<file path="src/rtl/sample_interp.sv">
// Sample-rate interpolator: FIFO-fed linear ramp between consecutive
// input samples, stepped 2^S times per output period, feeding the DAC.
module sample_interp #(
  parameter int CLK_DIV      = 1000,
  parameter int INTERP_SHIFT = 3,
  parameter int FIFO_AW      = 2
) (
  input  logic               clk,
  input  logic               rst_n,
  input  logic               enable,
  input  logic [15:0]        s_data,
  input  logic               s_valid,
  output logic               s_ready,
  output logic [15:0]        dac_sample,
  output logic               sample_tick,
  output logic               underrun,
  output logic [FIFO_AW:0]   fifo_level
);

  localparam int S     = INTERP_SHIFT;
  localparam int SUB   = CLK_DIV >> S;
  localparam int DEPTH = 1 << FIFO_AW;
  localparam int DW    = $clog2(CLK_DIV + 1);
  localparam int SW    = $clog2(SUB + 1);
  localparam int PW    = 18 + S;

  localparam logic [DW-1:0] DIV_LAST = DW'(CLK_DIV - 1);
  localparam logic [SW-1:0] SUB_LAST = SW'(SUB - 1);
  localparam logic [FIFO_AW:0] FULL  = (FIFO_AW+1)'(DEPTH);

  typedef enum logic [1:0] {
    ST_IDLE,
    ST_WAIT,
    ST_RUN
  } state_t;

  state_t state_q, state_d;

  logic [DW-1:0]      div_q;
  logic [SW-1:0]      sub_q;
  logic [S-1:0]       phase_q;
  logic signed [15:0] prev_q;
  logic signed [15:0] next_q;
  logic               primed_q;
  logic [15:0]        mem [DEPTH];
  logic [FIFO_AW-1:0] wr_q;
  logic [FIFO_AW-1:0] rd_q;
  logic [FIFO_AW:0]   level_q;
  logic [15:0]        dac_q;
  logic               und_q;

  logic tick;
  logic empty;
  logic push;
  logic pop;
  logic shift;
  logic miss;

  assign tick        = enable && (div_q == DIV_LAST);
  assign empty       = (level_q == '0);
  assign s_ready     = (level_q < FULL);
  assign push        = s_valid && s_ready;
  assign sample_tick = tick;
  assign underrun    = und_q;
  assign fifo_level  = level_q;
  assign dac_sample  = dac_q;

  always_comb begin
    state_d = state_q;
    pop     = 1'b0;
    shift   = 1'b0;
    miss    = 1'b0;
    if (!enable) begin
      state_d = ST_IDLE;
    end else begin
      unique case (state_q)
        ST_IDLE: state_d = primed_q ? ST_RUN : ST_WAIT;
        ST_WAIT: begin
          if (tick && !empty) begin
            pop     = 1'b1;
            shift   = 1'b1;
            state_d = ST_RUN;
          end
        end
        ST_RUN: begin
          if (tick) begin
            shift = 1'b1;
            pop   = !empty;
            miss  = empty;
          end
        end
        default: state_d = ST_IDLE;
      endcase
    end
  end

  // Full-width product; the interpolated result is known to fit 16 bits
  logic signed [16:0]   diff;
  logic signed [PW-1:0] prod;
  logic signed [PW-1:0] sum;
  logic                 unused_hi;

  assign diff = {next_q[15], next_q} - {prev_q[15], prev_q};
  assign prod = diff * $signed({1'b0, phase_q});
  assign sum  = {{(PW-16){prev_q[15]}}, prev_q} + (prod >>> S);
  assign unused_hi = ^sum[PW-1:16];

  always_ff @(posedge clk or negedge rst_n) begin
    if (!rst_n) begin
      state_q  <= ST_IDLE;
      div_q    <= '0;
      sub_q    <= '0;
      phase_q  <= '0;
      prev_q   <= '0;
      next_q   <= '0;
      primed_q <= 1'b0;
      wr_q     <= '0;
      rd_q     <= '0;
      level_q  <= '0;
      dac_q    <= '0;
      und_q    <= 1'b0;
    end else begin
      state_q <= state_d;
      und_q   <= miss;
      if (!enable || tick) begin
        div_q   <= '0;
        sub_q   <= '0;
        phase_q <= '0;
      end else begin
        div_q <= div_q + DW'(1);
        if (sub_q == SUB_LAST) begin
          sub_q   <= '0;
          phase_q <= phase_q + S'(1);
        end else begin
          sub_q <= sub_q + SW'(1);
        end
      end
      if (shift) prev_q <= next_q;
      if (pop) begin
        next_q   <= mem[rd_q];
        rd_q     <= rd_q + FIFO_AW'(1);
        primed_q <= 1'b1;
      end
      if (push) wr_q <= wr_q + FIFO_AW'(1);
      if (push && !pop) level_q <= level_q + 1'b1;
      if (pop && !push) level_q <= level_q - 1'b1;
      if (enable) dac_q <= sum[15:0];
    end
  end

  always_ff @(posedge clk) begin
    if (push) mem[wr_q] <= s_data;
  end

endmodule

</file>
<file path="config.mk">
export PLATFORM = sky130hd
export DESIGN_NAME = sample_interp
export DESIGN_NICKNAME = d
export VERILOG_FILES = /design/src/rtl/sample_interp.sv
export SDC_FILE = /design/constraint.sdc
export NUM_CORES = 1
export LEC_CHECK = 0
export ABC_AREA = 1
export CAP_MARGIN = 5
export CORE_UTILIZATION = 45
export CTS_CLUSTER_SIZE = 24
export DETAILED_ROUTE_END_ITERATION = 7
export PLACE_DENSITY_LB_ADDON = 0.05
export REMOVE_ABC_BUFFERS = 1
export SETUP_SLACK_MARGIN = 0.5
export SYNTH_ARGS = -nofsm -noshare
export SYNTH_HDL_FRONTEND = slang
export SYNTH_SLANG_ARGS = --single-unit
</file>
<file path="constraint.sdc">
create_clock -name clk -period 15.1 [get_ports clk]
set_clock_uncertainty 0.1 [all_clocks]
set_input_delay 3.775 -clock clk [delete_from_list [all_inputs] [get_ports clk]]
set_output_delay 3.775 -clock clk [all_outputs]
set_load 0.02 [all_outputs]
</file>
# ---- Yosys cells after proc, flatten, opt, wreduce, memory -nomap -nowiden
# Memory sizes are Yosys's and may differ from the RTL's. A register that Yosys moved wholly into a read port is not among the register bits.
# Index checks and enable logic that the tools add are counted.
dict set report totals {
  memories 1
  ramBits 64
  output_inout_bits 22
  register_bits 63
  word_cells 68
}
dict set report classes {
  eq_ne 6
  addsub 9
  reduce_logical 16
  multipliers 1
  n_lt_le_gt_ge 1
  mux 23
}
# name words word_bits rd rd_clocked_by_memory_dff write_ports line
set memory_table {}
lappend memory_table {mem 4 16 1 1 1 45} ;# logic [15:0] mem [DEPTH];
# op n
set ops {}
lappend ops {{multiplier 17 x 4 -> 19 bit} 1}
lappend ops {{subtractor 16 x 16 -> 17 bit} 1}
lappend ops {{adder 16 bit} 1}
lappend ops {{two-way mux 7 bit} 2}
lappend ops {{two-way mux 3 bit} 4}
lappend ops {{adder 10 x 1 -> 10 bit, second input constant} 1}
lappend ops {{== test 10 bit, second input constant} 1}
lappend ops {{two-way mux 1 bit} 10}
lappend ops {{two-way mux 10 bit} 1}
lappend ops {{adder 7 x 1 -> 7 bit, second input constant} 1}
lappend ops {{== test 7 bit, second input constant} 1}
lappend ops {{adder 3 x 1 -> 3 bit, second input constant} 2}
lappend ops {{two-way mux 2 bit} 3}
lappend ops {{case mux 2 bit (3 select lines)} 1}
lappend ops {{logical AND 1 bit} 5}
lappend ops {{logical NOT 1 bit} 5}
lappend ops {{adder 2 x 1 -> 2 bit, second input constant} 2}
lappend ops {{case mux 1 bit (2 select lines)} 2}
lappend ops {{nonzero test 2 bit} 2}
lappend ops {{logical NOT 3 bit} 1}
lappend ops {{less-than comparator 3 bit, second input constant} 1}
lappend ops {{!= test 3 bit, second input constant} 1}
lappend ops {{subtractor 3 x 1 -> 3 bit, second input constant} 1}
lappend ops {{== test 2 x 1 -> 1 bit, second input constant} 1}
lappend ops {{5 further kinds} 5}

# ---- Longest topological paths before layout
dict set report logic_depth {
  word_depth 10
  ltp_mapped 36
  depth_no_buf 36
}

# ---- Least setup slack after synthesis
# No wires, ideal clock.
dict set report synth_path {
  path_kind {input-to-output}
  start {input port enable}
  end {output port sample_tick}
  setup_slack_ns 7.231
  t_required_ns 11.225
  path_stages 2
  n_path_buf 0
  t_arrival_ns 3.994
  cell_sequence {nand2_2 -> inv_1}
}
dict set report synth_via {
  elab_chain_cells 1
}
# item line
set synth_rtl {}
lappend synth_rtl {{from (decl)} 10} ;# input logic enable,
lappend synth_rtl {{logical AND 1 bit} 59} ;# assign tick = enable && (div_q == DIV_LAST);
lappend synth_rtl {{to (decl)} 15} ;# output logic sample_tick,
# No other way between the ends.

# ---- Worst setup path after layout
# Same ends and word-level chain as after synthesis.

==> summary.md <==
| Metric | Value |
|---|---|
| Status | completed |
| Setup violations, final | 0 |
| Clock sink count | 143 |
| Int Power | 0.000777 W |
| Power density cells | 113 mW/mm^2 |
| Layout Cells excl Fill | 1371 |
| Hold Fails Final Rpt | 0 |
| Pre-CTS WS | 5.92 ns |
| Post-Route WL | 17700 um |
| Sequential share of power | 37.5% |
| Worst hold stages | 1 |
| Avg Vias per Cell | 4.80 |
| Synth top area share | 21.6% |
| Area of the multi-input gates | 0.00442 mm^2 |
| DR WL/cell | 12.9 um |
| Prevailing post-synth register cell | dfrtp_1 |
| DRT antenna net count | 0 |
| VDD IR max | 92.6 uV |
| CTS buffer count | 17 |
| Post-DP HPWL | 12800 um |
| Critical Path RT | 11.23 ns |
| Post-route cell area | 0.0104 mm^2 |
| Initial Utilization | 46.5% |
| Syn-to-layout area delta | 13.8% |
| Worst Hold Class | reg2reg |
| Clock latency on the worst-skew pair | 0.42 ns |
| Yosys top cell by area | dfrtp_1 |
| Post-synthesis cell count | 1054 |
| Grt total ovfl | 0 |
| Placed Area | 0.00981 mm^2 |
| Initial antenna violation count | 0 |
| Fmax | 109 MHz |
| Net Sw Power | 0.000396 W |
| Hold slack | 0.361 ns |
| Final net count | 1208 |
| # hold bufs at CTS | 0 |
| Critical Path AT | 5.29 ns |
| CTS tree | done |
| DRC | 0 |
| Die area | 0.0209 mm^2 |
| Longest Clk Path Bufs | 2 |
| First-pass GRT wire length | 29700 um |
| RSZ-0062 raised after global routing | false |
| Most frequent cells in the layout | inv_1 (191), nand2_1 (179), nor2_1 (128) |
| Register area | 0.00390 mm^2 |
| Critical Path End Type | output port |
| Setup TNS Final | 0 ns |
| Clk slew on worst S/H paths | 0.07 ns |
| Slew margin rel. | 31.2% |
| Logic pwr share | 25.9% |
| Initial DRC Count | 269 |
| Vias post-DR | 6579 |
| Startpoint types | input port |
| Drt first pass iters | 4 |
| Die Y | 145 um |
| Clock Tree Root | clkbuf_16 |
| Total GRT Usage | 18.5% |
| Tmin final | 9.17 ns |
| Final Wtd Congestion | 0.834 |
| Seq/Total Area, Yosys | 42.6% |
| Distinct cell type count after synthesis | 48 |
| Io pins | 42 |
| Setup slack after layout | 5.93 ns |
| I/O Buffers | 41 |
| Vias in the first global route | 6367 |
| Final Cycle Share | 60.7% |
| Clk pwr share | 36.5% |
| Die W | 145 um |
| Yosys warnings | 0 |
| Placed cell count | 1339 |
| Most common cell after layout, fill and taps aside | inv_1 |
| Avg Cell Area, Syn | 8.69 um^2 |
| Cell Area, Synth | 0.00916 mm^2 |
| Ranking of synthesized cells by area | dfrtp_1 (22%), edfxtp_1 (21%), ha_1 (10%), inv_1 (7.8%), nand2_1 (7.3%) |
| Core ar. | 0.0197 mm^2 |
| Diode count | 0 |
| Post-synth ARST share | 55.2% |
| Maximum fanout along the worst path | 15 |
| Register-to-Register Path Depth | 32 |
| Worst Path Class, Setup | in2out |
| Row count | 51 |
| Layout cells sized above 1 | 8.50% |
| Pleak | 4.90 nW |
| Pin count of the biggest net entering global routing | 52 |
| Max cap viols | 0 |
| Setup bufs post-CTS | 0 |
| CTS resizes | 0 |
| Filler Cells Inserted | 1856 |
| Slew Viols, Final | 0 |
| FF+latch count, synth | 143 |
| Htree depth | 4 |
| Number of synthesized flops with an enable pin | 64 |
| Worst-Margin Slew | 1.03 ns |
| Sw Ratio | 33.8% |
-- Yosys cell counts (2+ instances only) --
cell,n
inv_1,191
nand2_1,179
nor2_1,132
dfrtp_1,79
ha_1,76
edfxtp_1,64
o21ai_0,53
a21oi_1,40
xor2_1,37
nand3_1,33
fa_1,19
nand2_2,19
o21ai_2,19
o32ai_1,16
clkbuf_1,14
xnor2_1,12
nor3_1,10
a31oi_1,5
buf_2,5
or2_2,5
a21o_1,3
buf_6,3
nand4_1,3
o21bai_1,3
o31ai_1,3
or2_1,3
a211oi_1,2
inv_2,2
nand3_2,2
nor4_1,2
o21a_1,2
o21ai_1,2
-- final timing paths --
path,from,endpoint,slack (ns)
max reg2reg,prev_q[2],dac_sample[14],9.51
min in group asynchronous,rst_n,div_q[2],3.17
max,enable,sample_tick,5.93
min,div_q[0],div_q[0],0.36
min reg2reg,div_q[0],div_q[0],0.36
max in group asynchronous,rst_n,prev_q[7],10.71
-- cells by family (layout without fill, tap and decap cells) --
kind of cell             Yosys count  after routing  share of synthesized area (%)
AO/OA/AOI/OAI                    155            155                           10.7
flip-flops                       143            143                           42.6
XOR/XNOR                          49             49                           4.68
AND/OR/NAND/NOR                  394            394                           18.3
adder cells (fa/ha/maj)           95             95                           14.5
buffers and inverters            218            270                           9.29
-- sequential cells by signal, indices dropped and copies added (netlist names) --
| register | cells |
|---|---|
| mem | 64 |
| dac_sample | 16 |
| next_q | 16 |
| prev_q | 16 |
| div_q | 10 |
| sub_q | 7 |
| fifo_level | 3 |
| phase_q | 3 |
| rd_q | 2 |
| state_q | 2 |
| wr_q | 2 |
| primed_q | 1 |
| underrun | 1 |
-- layout make-up --
cell class | instances | area share [%]
clock buffer | 17 | 4.08
tap | 265 | 3.18
sequential | 143 | 37.4
inverter | 194 | 6.99
multi-input combinational | 693 | 42.4
timing repair buffer | 44 | 4.13
clock inverter | 15 | 1.80
-- power by group through the flow --
| stage | Sequential (W) | Combinational [W] | Clock, W |
|---|---|---|---|
| after global placement | 0.000448 | 0.000303 | 0 |
| after detailed placement | 0.000448 | 0.000303 | 0 |
| after CTS | 0.000440 | 0.000307 | 0.000439 |
| after floorplan | 0.000470 | 0.000188 | 0 |
| final | 0.000440 | 0.000304 | 0.000429 |
| after global routing | 0.000443 | 0.000345 | 0.000456 |
-- layer usage --
layer  track usage, %  vias up  routed length, um
met5                0        -                  0
met4             5.26        0                184
met2             31.2       84               8210
met1             24.3     3008               8850
met3             3.26       13                442
li1                 -     3474                  -
-- through the flow --
stage / utilization [%] / total power, W
final: 52.9 / 0.00117
after global routing: 52.9 / 0.00124
after CTS: 52.9 / 0.00119
after detailed placement: 49.8 / 0.000751
after global placement: 49.8 / 0.000751
after floorplan: - / 0.000659
-- worst max-delay path: stages --
cell and delay, ns:
clkdlybuf4s50_1 0.45, buf_4 0.25, nand2_2 0.12, inv_1 0.09
clkdlybuf4s50_1 0.60
Power figures use the tool's default switching activity.
